### src/rtl/axil_ram_master_pkg.sv
// -----------------------------------------------------------------------------
// axil_pkg
// Shared definitions for the AXI4-Lite RAM initiator:
//   - default address/data widths
//   - AXI-Lite response codes (OKAY / SLVERR / DECERR)
//   - FSM state encoding of axil_ram_master
//   - small helper for classifying response codes
// -----------------------------------------------------------------------------
package axil_pkg;

    localparam int AXIL_ADDR_W = 32;
    localparam int AXIL_DATA_W = 32;

    localparam logic [1:0] RESP_OKAY   = 2'b00;
    localparam logic [1:0] RESP_SLVERR = 2'b10;
    localparam logic [1:0] RESP_DECERR = 2'b11;

    typedef enum logic [2:0] {
        IDLE         = 3'd0,
        RD_ADDR      = 3'd1,
        RD_DATA      = 3'd2,
        WR_ADDR_DATA = 3'd3,
        WR_RESP      = 3'd4,
        RESP         = 3'd5
    } state_t;

    // True for the two error codes a responder can return.
    function automatic logic resp_is_error(input logic [1:0] code);
        return (code == RESP_SLVERR) || (code == RESP_DECERR);
    endfunction

endpackage

### src/rtl/axil_ram_master_if.sv
// -----------------------------------------------------------------------------
// axil_ram_master_if
// AXI4-Lite bus between the RAM initiator (master modport) and the RAM
// responder (slave modport). Channels: AW, W, B, AR, R.
// Parameters: ADDR_W (address width), DATA_W (data width, strobes DATA_W/8).
// -----------------------------------------------------------------------------
interface axil_ram_master_if
    import axil_pkg::*;
#(
    parameter int ADDR_W = AXIL_ADDR_W,
    parameter int DATA_W = AXIL_DATA_W
) ();

    localparam int STRB_W = DATA_W / 8;

    // AW channel
    logic              awvalid;
    logic              awready;
    logic [ADDR_W-1:0] awaddr;
    // W channel
    logic              wvalid;
    logic              wready;
    logic [DATA_W-1:0] wdata;
    logic [STRB_W-1:0] wstrb;
    // B channel
    logic              bvalid;
    logic              bready;
    logic [1:0]        bresp;
    // AR channel
    logic              arvalid;
    logic              arready;
    logic [ADDR_W-1:0] araddr;
    // R channel
    logic              rvalid;
    logic              rready;
    logic [DATA_W-1:0] rdata;
    logic [1:0]        rresp;

    modport master (
        output awvalid, awaddr,
        input  awready,
        output wvalid, wdata, wstrb,
        input  wready,
        input  bvalid, bresp,
        output bready,
        output arvalid, araddr,
        input  arready,
        input  rvalid, rdata, rresp,
        output rready
    );

    modport slave (
        input  awvalid, awaddr,
        output awready,
        input  wvalid, wdata, wstrb,
        output wready,
        output bvalid, bresp,
        input  bready,
        input  arvalid, araddr,
        output arready,
        output rvalid, rdata, rresp,
        input  rready
    );

endinterface

### src/rtl/axil_ram_master.sv
// -----------------------------------------------------------------------------
// axil_ram_master
// AXI4-Lite initiator used by the core's memory stage to reach the RAM bus.
// One load/store at a time: a request is taken on the req_* port, the matching
// AW/W/B or AR/R transfer is run on the ram interface, and the read data plus
// response code are returned on the resp_* port.
//
// Ports:
//   clock, reset_n            clock; asynchronous active-low reset
//   req_valid/req_ready       request handshake (ready only when idle)
//   req_we/addr/wdata/wstrb   request contents (we=1 write, 0 read)
//   resp_valid/resp_ready     response handshake
//   resp_rdata/resp_code      read data (0 for writes) and bus response code
//   ram                       AXI4-Lite master modport (axil_ram_master_if)
//
// Optional feature, macro AXIL_RAM_MASTER_ALIGN_CHECK_EN:
//   when defined, a request with req_addr[1:0]!=0, or a write with
//   req_wstrb==0, is answered with SLVERR straight from IDLE with no bus
//   activity. When undefined, every request is forwarded as-is.
// -----------------------------------------------------------------------------
module axil_ram_master
    import axil_pkg::*;
#(
    parameter int ADDR_W = AXIL_ADDR_W,
    parameter int DATA_W = AXIL_DATA_W
) (
    input  logic                clock,
    input  logic                reset_n,
    input  logic                req_valid,
    output logic                req_ready,
    input  logic                req_we,
    input  logic [ADDR_W-1:0]   req_addr,
    input  logic [DATA_W-1:0]   req_wdata,
    input  logic [DATA_W/8-1:0] req_wstrb,
    output logic                resp_valid,
    input  logic                resp_ready,
    output logic [DATA_W-1:0]   resp_rdata,
    output logic [1:0]          resp_code,
    axil_ram_master_if.master   ram
);

    localparam int STRB_W = DATA_W / 8;

    state_t             state_reg,   state_next;
    logic [ADDR_W-1:0]  addr_reg,    addr_next;
    logic [DATA_W-1:0]  wdata_reg,   wdata_next;
    logic [STRB_W-1:0]  wstrb_reg,   wstrb_next;
    logic [DATA_W-1:0]  rdata_reg,   rdata_next;
    logic [1:0]         code_reg,    code_next;
    logic               aw_done_reg, aw_done_next;
    logic               w_done_reg,  w_done_next;

    // ------------------------------------------------------------------
    // Outputs: decoded from the state and done-flag registers only, so no
    // path exists from req_* to the bus pins.
    // ------------------------------------------------------------------
    assign req_ready   = (state_reg == IDLE);
    assign resp_valid  = (state_reg == RESP);
    assign resp_rdata  = rdata_reg;
    assign resp_code   = code_reg;

    assign ram.arvalid = (state_reg == RD_ADDR);
    assign ram.araddr  = addr_reg;
    assign ram.rready  = (state_reg == RD_DATA);

    // AW and W are raised together on entry and each drops only after its
    // own handshake, so a responder that waits for AW before accepting W
    // cannot deadlock us.
    assign ram.awvalid = (state_reg == WR_ADDR_DATA) && !aw_done_reg;
    assign ram.awaddr  = addr_reg;
    assign ram.wvalid  = (state_reg == WR_ADDR_DATA) && !w_done_reg;
    assign ram.wdata   = wdata_reg;
    assign ram.wstrb   = wstrb_reg;
    assign ram.bready  = (state_reg == WR_RESP);

    // ------------------------------------------------------------------
    // Next-state and datapath
    // ------------------------------------------------------------------
    always_comb begin
        state_next   = state_reg;
        addr_next    = addr_reg;
        wdata_next   = wdata_reg;
        wstrb_next   = wstrb_reg;
        rdata_next   = rdata_reg;
        code_next    = code_reg;
        aw_done_next = aw_done_reg;
        w_done_next  = w_done_reg;

        unique case (state_reg)
            IDLE: begin
                if (req_valid) begin
                    addr_next  = req_addr;
                    wdata_next = req_we ? req_wdata : '0;
                    wstrb_next = req_we ? req_wstrb : '0;
                    rdata_next = '0;
                    code_next  = RESP_OKAY;
`ifdef AXIL_RAM_MASTER_ALIGN_CHECK_EN
                    if ((req_addr[1:0] != 2'b00) || (req_we && (req_wstrb == '0))) begin
                        // Rejected locally: no bus traffic, error reply next cycle.
                        state_next = RESP;
                        code_next  = RESP_SLVERR;
                    end else if (req_we) begin
                        state_next = WR_ADDR_DATA;
                    end else begin
                        state_next = RD_ADDR;
                    end
`else
                    if (req_we) begin
                        state_next = WR_ADDR_DATA;
                    end else begin
                        state_next = RD_ADDR;
                    end
`endif
                end
            end

            RD_ADDR: begin
                if (ram.arready) begin
                    state_next = RD_DATA;
                end
            end

            RD_DATA: begin
                if (ram.rvalid) begin
                    rdata_next = ram.rdata;
                    code_next  = ram.rresp;
                    state_next = RESP;
                end
            end

            WR_ADDR_DATA: begin
                // A ready seen after the flag is set is ignored because the
                // matching valid is already low.
                aw_done_next = aw_done_reg | ram.awready;
                w_done_next  = w_done_reg  | ram.wready;
                // Leave as soon as both complete, including when both
                // handshakes land in the same cycle.
                if (aw_done_next && w_done_next) begin
                    aw_done_next = 1'b0;
                    w_done_next  = 1'b0;
                    state_next   = WR_RESP;
                end
            end

            WR_RESP: begin
                if (ram.bvalid) begin
                    code_next  = ram.bresp;
                    rdata_next = '0;
                    state_next = RESP;
                end
            end

            RESP: begin
                if (resp_ready) begin
                    state_next = IDLE;
                end
            end

            default: begin
                state_next = IDLE;
            end
        endcase
    end

    // ------------------------------------------------------------------
    // State registers. Reset abandons any transaction in flight without
    // producing a response.
    // ------------------------------------------------------------------
    always_ff @(posedge clock or negedge reset_n) begin
        if (!reset_n) begin
            state_reg   <= IDLE;
            addr_reg    <= '0;
            wdata_reg   <= '0;
            wstrb_reg   <= '0;
            rdata_reg   <= '0;
            code_reg    <= RESP_OKAY;
            aw_done_reg <= 1'b0;
            w_done_reg  <= 1'b0;
        end else begin
            state_reg   <= state_next;
            addr_reg    <= addr_next;
            wdata_reg   <= wdata_next;
            wstrb_reg   <= wstrb_next;
            rdata_reg   <= rdata_next;
            code_reg    <= code_next;
            aw_done_reg <= aw_done_next;
            w_done_reg  <= w_done_next;
        end
    end

endmodule

### src/flat_wrapper.sv
// flat-port wrapper written by rule: the top's interface ports become plain ports
module axil_ram_master_flat import axil_pkg::*;
#(
    parameter int ADDR_W = AXIL_ADDR_W,
    parameter int DATA_W = AXIL_DATA_W
)
  (clock, reset_n, req_valid, req_ready, req_we, req_addr, req_wdata, req_wstrb, resp_valid, resp_ready, resp_rdata, resp_code, ram_awvalid, ram_awaddr, ram_awready, ram_wvalid, ram_wdata, ram_wstrb, ram_wready, ram_bvalid, ram_bresp, ram_bready, ram_arvalid, ram_araddr, ram_arready, ram_rvalid, ram_rdata, ram_rresp, ram_rready);
  axil_ram_master_if #(.ADDR_W(ADDR_W), .DATA_W(DATA_W)) ram_i ();
  input  logic clock;
  input  logic reset_n;
  input  logic req_valid;
  output logic req_ready;
  input  logic req_we;
  input  logic [ADDR_W-1:0] req_addr;
  input  logic [DATA_W-1:0] req_wdata;
  input  logic [DATA_W/8-1:0] req_wstrb;
  output logic resp_valid;
  input  logic resp_ready;
  output logic [DATA_W-1:0] resp_rdata;
  output logic [1:0] resp_code;
  output wire logic [$bits(ram_i.awvalid)-1:0] ram_awvalid;
  output wire logic [$bits(ram_i.awaddr)-1:0] ram_awaddr;
  input wire logic [$bits(ram_i.awready)-1:0] ram_awready;
  output wire logic [$bits(ram_i.wvalid)-1:0] ram_wvalid;
  output wire logic [$bits(ram_i.wdata)-1:0] ram_wdata;
  output wire logic [$bits(ram_i.wstrb)-1:0] ram_wstrb;
  input wire logic [$bits(ram_i.wready)-1:0] ram_wready;
  input wire logic [$bits(ram_i.bvalid)-1:0] ram_bvalid;
  input wire logic [$bits(ram_i.bresp)-1:0] ram_bresp;
  output wire logic [$bits(ram_i.bready)-1:0] ram_bready;
  output wire logic [$bits(ram_i.arvalid)-1:0] ram_arvalid;
  output wire logic [$bits(ram_i.araddr)-1:0] ram_araddr;
  input wire logic [$bits(ram_i.arready)-1:0] ram_arready;
  input wire logic [$bits(ram_i.rvalid)-1:0] ram_rvalid;
  input wire logic [$bits(ram_i.rdata)-1:0] ram_rdata;
  input wire logic [$bits(ram_i.rresp)-1:0] ram_rresp;
  output wire logic [$bits(ram_i.rready)-1:0] ram_rready;
  assign ram_awvalid = ram_i.awvalid;
  assign ram_awaddr = ram_i.awaddr;
  assign ram_i.awready = ram_awready;
  assign ram_wvalid = ram_i.wvalid;
  assign ram_wdata = ram_i.wdata;
  assign ram_wstrb = ram_i.wstrb;
  assign ram_i.wready = ram_wready;
  assign ram_i.bvalid = ram_bvalid;
  assign ram_i.bresp = ram_bresp;
  assign ram_bready = ram_i.bready;
  assign ram_arvalid = ram_i.arvalid;
  assign ram_araddr = ram_i.araddr;
  assign ram_i.arready = ram_arready;
  assign ram_i.rvalid = ram_rvalid;
  assign ram_i.rdata = ram_rdata;
  assign ram_i.rresp = ram_rresp;
  assign ram_rready = ram_i.rready;
  axil_ram_master #(.ADDR_W(ADDR_W), .DATA_W(DATA_W)) u_core (.clock(clock), .reset_n(reset_n), .req_valid(req_valid), .req_ready(req_ready), .req_we(req_we), .req_addr(req_addr), .req_wdata(req_wdata), .req_wstrb(req_wstrb), .resp_valid(resp_valid), .resp_ready(resp_ready), .resp_rdata(resp_rdata), .resp_code(resp_code), .ram(ram_i));
endmodule
### config.mk
export PLATFORM = sky130hd
export DESIGN_NAME = axil_ram_master_flat
export DESIGN_NICKNAME = d
export VERILOG_FILES = /design/src/rtl/axil_ram_master_pkg.sv /design/src/rtl/axil_ram_master_if.sv /design/src/rtl/axil_ram_master.sv /design/src/flat_wrapper.sv
export SDC_FILE = /design/constraint.sdc
export NUM_CORES = 1
export LEC_CHECK = 0
export CAP_MARGIN = 20
export CORE_UTILIZATION = 30
export CTS_CLUSTER_SIZE = 30
export DETAILED_ROUTE_END_ITERATION = 7
export MAX_ROUTING_LAYER = met4
export PLACE_DENSITY = 0.74
export SYNTH_ARGS = -nofsm -noshare
export SYNTH_HDL_FRONTEND = slang
export SYNTH_SLANG_ARGS = --single-unit
### constraint.sdc
create_clock -name clock -period 2.2 [get_ports clock]
set_clock_uncertainty 0.2 [all_clocks]
set_input_delay 0.33 -clock clock [delete_from_list [all_inputs] [get_ports clock]]
set_output_delay 0.33 -clock clock [all_outputs]
set_load 0.05 [all_outputs]
Yosys cells after proc, flatten, opt, wreduce, memory -nomap -nowiden
Index checks and enable logic that the tools add are counted.
- equality and inequality tests: 11
- mux-type cells: 20
- bitwise gates (word level): 2
- reduce and logical (&&, ||, !) cells: 10
- operators with widths (kind ; count):
    two-way mux 32 bit ; 4
    one-hot mux 32 bit (3 select lines) ; 1
    two-way mux 3 bit ; 6
    one-hot mux 3 bit (6 select lines) ; 1
    two-way mux 2 bit ; 4
    != test 2 bit (second input constant) ; 4
    equality test 3 x 2 -> 1 bit (second input constant) ; 2
    equality test 3 bit (second input constant) ; 2
    one-hot mux 2 bit (3 select lines) ; 1
    AND reduction 6 bit ; 1
    two-way mux 4 bit ; 1
    != test 2 x 1 -> 1 bit (second input constant) ; 2
    AND reduction 4 bit ; 1
    equality test 3 x 1 -> 1 bit (second input constant) ; 1
    logical AND 1 bit ; 3
    logical NOT 3 bit ; 1
    nonzero test 3 bit ; 1
    logical NOT 1 bit ; 2
    two-way mux 1 bit ; 2
    bitwise OR 1 bit ; 2
    AND reduction 2 bit ; 1
- flip-flop bits (word level): 107
- bits of input ports: 114
- output and inout port bits: 141
- word-level logic and storage cells: 51

Logic depth before layout (Yosys ltp)
Gate-level depths: netlist of the first run.
- depth in word-level cells: 4
- gate-level depth with buffers: 6
- depth with buffers taken out: 3

Worst setup path after synthesis of the first run
OpenSTA, ideal clock, no wires.
- kind: register -> output
- from: register u_core.state_reg[2]
- to: output port ram_arvalid
- arrival time: 1.653 ns
- data required time: 1.670 ns
- slack: 0.017 ns
- cell stages (with the launch flop): 3
- buffers on the path: 1
- path through: dfrtp_1 -> clkbuf_1 -> nor3_1
- longest elaborated chain between the ends: 1
- RTL lines (what ; line ; text):
    start: declaration ; axil_ram_master.sv:44 ; state_t state_reg, state_next;
    start signal: assignment ; axil_ram_master.sv:180 ; state_reg <= state_next;
    equality test 3 x 1 -> 1 bit ; axil_ram_master.sv:62 ; assign ram.arvalid = (state_reg == RD_ADDR);
    end: declaration ; flat_wrapper.sv:31 ; output wire logic [$bits(ram_i.arvalid)-1:0] ram_arvalid;
No other way between the ends.

Worst setup path after layout of the first run
- from: register u_core.state_reg[2]
- to: output port ram_rready
- longest elaborated chain between the ends: 1
- RTL lines (what ; line ; text):
    equality test 3 x 2 -> 1 bit ; axil_ram_master.sv:64 ; assign ram.rready = (state_reg == RD_DATA);
    end: declaration ; flat_wrapper.sv:37 ; output wire logic [$bits(ram_i.rready)-1:0] ram_rready;
No other way between the ends.

==> results of run 1 <==
-- cell usage in the layout, fill, tap and decap left out, types with 3 or more instances in the layout --
cell	count
nand2_1	106
buf_4	13
inv_1	34
mux2_4	18
clkdlybuf4s50_1	246
clkbuf_16	9
buf_12	10
o21ai_0	40
mux2i_1	32
dfrtp_1	106
mux2_2	17
nor2b_1	4
nor2_1	3
a21oi_1	3
-- worst paths after layout --
path | from | to | slack [ns]
max in group asynchronous | reset_n | u_core.state_reg[2]$_DFFE_PN0P_ | 0.95
max reg2reg | u_core.state_reg[2]$_DFFE_PN0P_ | u_core.ram.wdata[26]$_DFFE_PN0P_ | 0.26
min reg2reg | u_core.ram.wdata[6]$_DFFE_PN0P_ | u_core.ram.wdata[6]$_DFFE_PN0P_ | 0.29
max | u_core.state_reg[2]$_DFFE_PN0P_ | ram_rready | 0.08
min | u_core.ram.wdata[6]$_DFFE_PN0P_ | u_core.ram.wdata[6]$_DFFE_PN0P_ | 0.29
min in group asynchronous | reset_n | u_core.ram.wdata[5]$_DFFE_PN0P_ | 0.40
-- critical path, cell delays in order (launching register included) --
cell	delay (ns)
dfrtp_2	0.48
buf_4	0.19
nor3b_4	0.27
buf_6	0.18
buf_12	0.14
-- kinds of logic (layout without fill, tap and decap cells) --
logic type	Yosys count	after routing
buffers and inverters	92	321
flip-flops	107	107
AND/OR/NAND/NOR	125	125
AO/OA/AOI/OAI	51	51
multiplexers	67	67
-- layout make-up --
type	instances	area share
multi-input cells	243	0.208
flip-flops and latches	107	0.345
inverters	34	0.0165
well taps	211	0.0340
repair buffers	271	0.359
clock buffers	11	0.0326
clock inverters	5	0.00468
-- metal layers --
layer	wire length (um)	GRT usage
met1	5100	0.181
met4	252	0.0651
met2	6010	0.261
met3	955	0.0396
met5	0	-
-- what timing repair did --
item,in CTS,in global routing
cloned,0,0
endpoints found under the setup margin,1,2
gates resized for setup,1,2
hold buffers,1,0
hold endpoints to repair,107,0
-- power breakdown --
part / total [W] / internal (W) / switching [W]
clock network: 0.00155 / 0.000834 / 0.000711
logic: 0.00900 / 0.00322 / 0.00577
registers: 0.00344 / 0.00284 / 0.000597
-- through the flow --
step	setup TNS (ns)	utilization	power, W	cells	setup WS [ns]
6_report	0	0.505	0.0140	882	0.0797
5_1_grt	-0.0152	0.505	0.0146	882	-0.0152
4_1_cts	0	0.504	0.0141	882	0.0103
3_5_place_dp	-0.426	0.485	0.0125	865	-0.0509
3_3_place_gp	0	0.485	0.0124	865	0.000506
2_1_floorplan	0	-	0.00967	442	0.0170
==> summary.txt, run 1 <==
Final min period -> 2.12 ns
FF+latch area -> 0.00268 sq mm
Final Hold Fails -> 0
Mean post-synth cell area -> 10.8 sq um
Commonest cells in the netlist -> dfrtp_1, nand2_1, o21ai_0
DP Area -> 0.00745 sq mm
Synth Net Count -> 556
Antenna-violating nets left -> 0
Via count -> 3876
Top-count cell post-synth -> dfrtp_1
Mux share of post-synthesis cell area -> 0.164
Wire per inst -> 14.0 um
Area growth syn-to-layout -> 62.9%
Clk slew on worst S/H paths -> 0.07 ns
Die H -> 128 um
GRT overflow -> 0
Max-slew violations -> 0
CTS tree -> built
Port bufs -> 254
Synth Area in Compound Gates -> 0.0599
Post-layout net count -> 780
Mapped Cells -> 442
Synth Area in Adders -> 0
Sequential-to-total area share from yosys stat -> 0.562
Worst setup path category -> register to primary output
Number of global-route vias before repair -> 3852
Worst slew pin tran -> 0.570 ns
Arrival time worst endpoint -> 1.59 ns
RePlAce Congestion -> 0.765
Final setup violation count -> 0
Post-synth top flop -> dfrtp_1
Crit end category -> primary output
Worst min path class -> register to register
Synth Area in Simple Gates -> 0.109
Max_slew headroom -> 0.620
Fmax -> 0.472 GHz
Max-cap viol count -> 0
DP HPWL -> 9340 um
Status -> finished, final reports clean
Reg2Reg Depth -> 4
Post-synth top area cell -> dfrtp_1
Final hold slack -> 0.287 ns
Most area-consuming cells after synthesis -> dfrtp_1, nand2_1, mux2i_1
Worst vdd ir -> 0.00102 V
Worst Hold Depth -> 2
Post-synthesis async set-or-reset flop share -> 1.00
Die ar. -> 0.0164 sq mm
Die W -> 128 um
Clk buf depth -> 2
Top cell type's share of synthesized area -> 0.562
CTS Buf Count -> 9
Yosys warnings -> 0
Mapped Area -> 0.00476 sq mm
First-pass DRT Iterations -> 4
Share of cells above drive strength 1 -> 0.119
Root Buffer -> clkbuf_16
Synth cell types -> 28
Total GRT Usage -> 0.157
Fill cells -> 1377
TritonCTS Sinks -> 107
Static Leak -> 3.44 nW
DRC Markers -> 0
Total power per unit cell area -> 1800 mW/mm^2
Post-synth EDFFs -> 0
# diodes -> 0
Crit-path max FO -> 10
Design Area, Final -> 0.00776 sq mm
Largest family of logic cells by synthesized area -> multiplexers
DR vias/cell -> 4.39
Row count -> 45
Initial core utilization -> 0.310
Initial antenna violation count -> 0
Synth Register Bits -> 107
Synthesized-area fraction occupied by xor and xnor cells -> 0
Global-route wire length before repair -> 19400 um
Unrepaired setup endpoints after global routing -> yes
Largest net degree at the start of global routing -> 108
Clk Latency, worst-skew pair -> 0.34 ns
Maximum level of the CTS H-tree -> 3
DR iter-0 viols -> 121
Core ar. -> 0.0154 sq mm
# IOs -> 255
Multi-input logic area -> 0.00162 sq mm
Period Utilization, post-route -> 0.964
Startpoint types -> register
Post-CTS Setup Bufs -> 0
Routed wire length -> 12300 um
Worst path required time -> 1.67 ns
Note: power is estimated with default switching activity, not from simulation.
==> inputs of run 2 (changes only) <==
Settings changed: CTS_BUF_LIST from default to sky130_fd_sc_hd__clkbuf_8, SLEW_MARGIN from default to 20.
Clock period 2.2 ns to 2.4 ns, I/O delays scaled along.
==> summary.txt, run 2 (synthesized netlist as in run 1, its figures left out) <==
Status -> finished, final reports clean
Die W -> 128 um (unchanged)
Arrival time worst endpoint -> 1.69 ns (+0.10 ns)
Multi-input logic area -> 0.00161 sq mm (-0.15%)
Row count -> 45 (unchanged)
Startpoint types -> register
Die H -> 128 um (unchanged)
Clk Latency, worst-skew pair -> 0.37 ns (+0.03 ns)
Worst vdd ir -> 0.000668 V (-35%)
Initial antenna violation count -> 0 (unchanged)
Port bufs -> 254 (unchanged)
Worst setup path category -> register to primary output
GRT overflow -> 0 (unchanged)
Fmax -> 0.444 GHz
CTS tree -> built
DRC Markers -> 0 (unchanged)
DP Worst Slack -> 0.0288 ns (+0.0797 ns)
Non-Filler Instances -> 876 (-0.68%)
Total GRT Usage -> 0.158 (+0.00141)
Wire per inst -> 14.3 um (+2.4%)
Worst Hold Depth -> 2 (unchanged)
Clk slew on worst S/H paths -> 0.10 ns (+0.03 ns)
Die ar. -> 0.0164 sq mm (unchanged)
Final min period -> 2.25 ns
Global-route wire length before repair -> 19500 um (+0.57%)
Max_slew headroom -> 0.605 (-0.0143)
Routed wire length -> 12500 um (+1.8%)
Post-CTS resize count -> 0 (-1)
Number of global-route vias before repair -> 3899 (+1.2%)
Post-CTS Setup Bufs -> 0 (unchanged)
Crit end category -> primary output
Largest net degree at the start of global routing -> 108 (unchanged)
RePlAce Congestion -> 0.778 (+1.8%)
Share of cells above drive strength 1 -> 0.108 (-0.0110)
Most common cell after layout, fill and taps aside -> clkdlybuf4s50_1
Setup TNS -> 0 ns (unchanged)
Post-layout net count -> 774 (-0.77%)
Min setup slack post-route -> 0.149 ns (+0.0695 ns)
Total power per unit cell area -> 1650 mW/mm^2 (-8.4%)
Max-cap viol count -> 0 (unchanged)
Area growth syn-to-layout -> 59.5%
First-pass DRT Iterations -> 4 (unchanged)
Antenna-violating nets left -> 0 (unchanged)
Unrepaired setup endpoints after global routing -> no
FF+latch area -> 0.00268 sq mm (about the same)
Worst min path class -> register to register
TritonCTS Sinks -> 107 (unchanged)
Fill cells -> 1394 (+1.2%)
# diodes -> 0 (unchanged)
CTS Buf Count -> 9 (unchanged)
Worst slew pin tran -> 0.592 ns (+0.0214 ns)
Initial core utilization -> 0.310 (unchanged)
Final Hold Fails -> 0 (unchanged)
Period Utilization, post-route -> 0.938
Worst path required time -> 1.84 ns (+0.17 ns)
Reg2Reg Depth -> 5 (+1)
Clk buf depth -> 2 (unchanged)
DP HPWL -> 9250 um (-0.94%)
# placed instances -> 859 (-0.69%)
Static Leak -> 3.37 nW (-2.0%)
DR vias/cell -> 4.39 (-0.20%)
Max-slew violations -> 0 (unchanged)
Maximum level of the CTS H-tree -> 3 (unchanged)
Core ar. -> 0.0154 sq mm (unchanged)
Via count -> 3842 (-0.88%)
DR iter-0 viols -> 89 (-26%)
Root Buffer -> clkbuf_8
# IOs -> 255 (unchanged)
Most frequent cells in the layout -> clkdlybuf4s50_1, dfrtp_1, nand2_1
Final setup violation count -> 0 (unchanged)
Crit-path max FO -> 10 (unchanged)
-- run 2: cell count changes in the layout (fill, tap and decap cells not counted), moves of 2 or more --
cell | before | now
buf_12 | 10 | 7
buf_4 | 13 | 11
bufinv_16 | 0 | 2
clkbuf_16 | 9 | 0
clkbuf_8 | 2 | 9
clkinv_4 | 2 | 0
inv_6 | 1 | 3
-- run 2: report_power, final --
group / internal [W] / leakage [nW] / switching, W
clock network: 0.000596 / 0.114 / 0.000640
logic: 0.00287 / 1.88 / 0.00527
registers: 0.00260 / 1.38 / 0.000566
total: 0.00607 / 3.37 / 0.00647
-- run 2: critical path, stage by stage (launching register included) --
cell and delay [ns]:
dfrtp_1 0.40, buf_4 0.18, nor2_1 0.35, and2_1 0.25, buf_12 0.15
-- run 2: stage by stage --
| stage | power [W] | utilization | area (sq um) | hold WS, ns |
|---|---|---|---|---|
| 2_1_floorplan | 0.00887 | - | 4760 | -0.136 |
| 3_3_place_gp | 0.0112 | 0.479 | 7370 | 0.262 |
| 3_5_place_dp | 0.0114 | 0.479 | 7370 | 0.272 |
| 4_1_cts | 0.0127 | 0.494 | 7600 | 0.282 |
| 5_1_grt | 0.0131 | 0.494 | 7600 | 0.307 |
| 6_report | 0.0125 | 0.494 | 7600 | 0.293 |
-- run 2: layout make-up --
class	count	share of cell area
repair buffers	265	0.355
flip-flops and latches	107	0.352
multi-input cells	243	0.212
well taps	211	0.0347
inverters	34	0.0168
clock buffers	9	0.0163
clock inverters	7	0.0127
-- run 2: timing repair --
| action | 4_1_cts | 5_1_grt |
|---|---|---|
| endpoints found under the hold margin | 107 | 0 |
| hold buffers | 1 | 0 |
| endpoints found under the setup margin | 0 | 0 |
-- run 2: path summary, 6_finish.rpt --
check	from	endpoint	slack, ns
setup / recovery	u_core.state_reg[0]$_DFFE_PN0P_	ram_bready	0.15
max in group asynchronous	reset_n	u_core.ram.araddr[30]$_DFFE_PN0P_	1.14
hold reg to reg	u_core.ram.wdata[6]$_DFFE_PN0P_	u_core.ram.wdata[6]$_DFFE_PN0P_	0.29
hold / removal	u_core.ram.wdata[6]$_DFFE_PN0P_	u_core.ram.wdata[6]$_DFFE_PN0P_	0.29
min in group asynchronous	reset_n	u_core.ram.wdata[10]$_DFFE_PN0P_	0.38
setup reg to reg	u_core.state_reg[2]$_DFFE_PN0P_	u_core.ram.wdata[31]$_DFFE_PN0P_	0.27
-- run 2: metal layers --
metal	share of wire	vias up	global-route usage	wire length, um
met1	0.41	1807	0.185	5190
met4	0.029	0	0.0782	362
met2	0.49	181	0.258	6140
met3	0.068	24	0.0346	847
li1	-	1830	-	-
met5	0	-	-	0
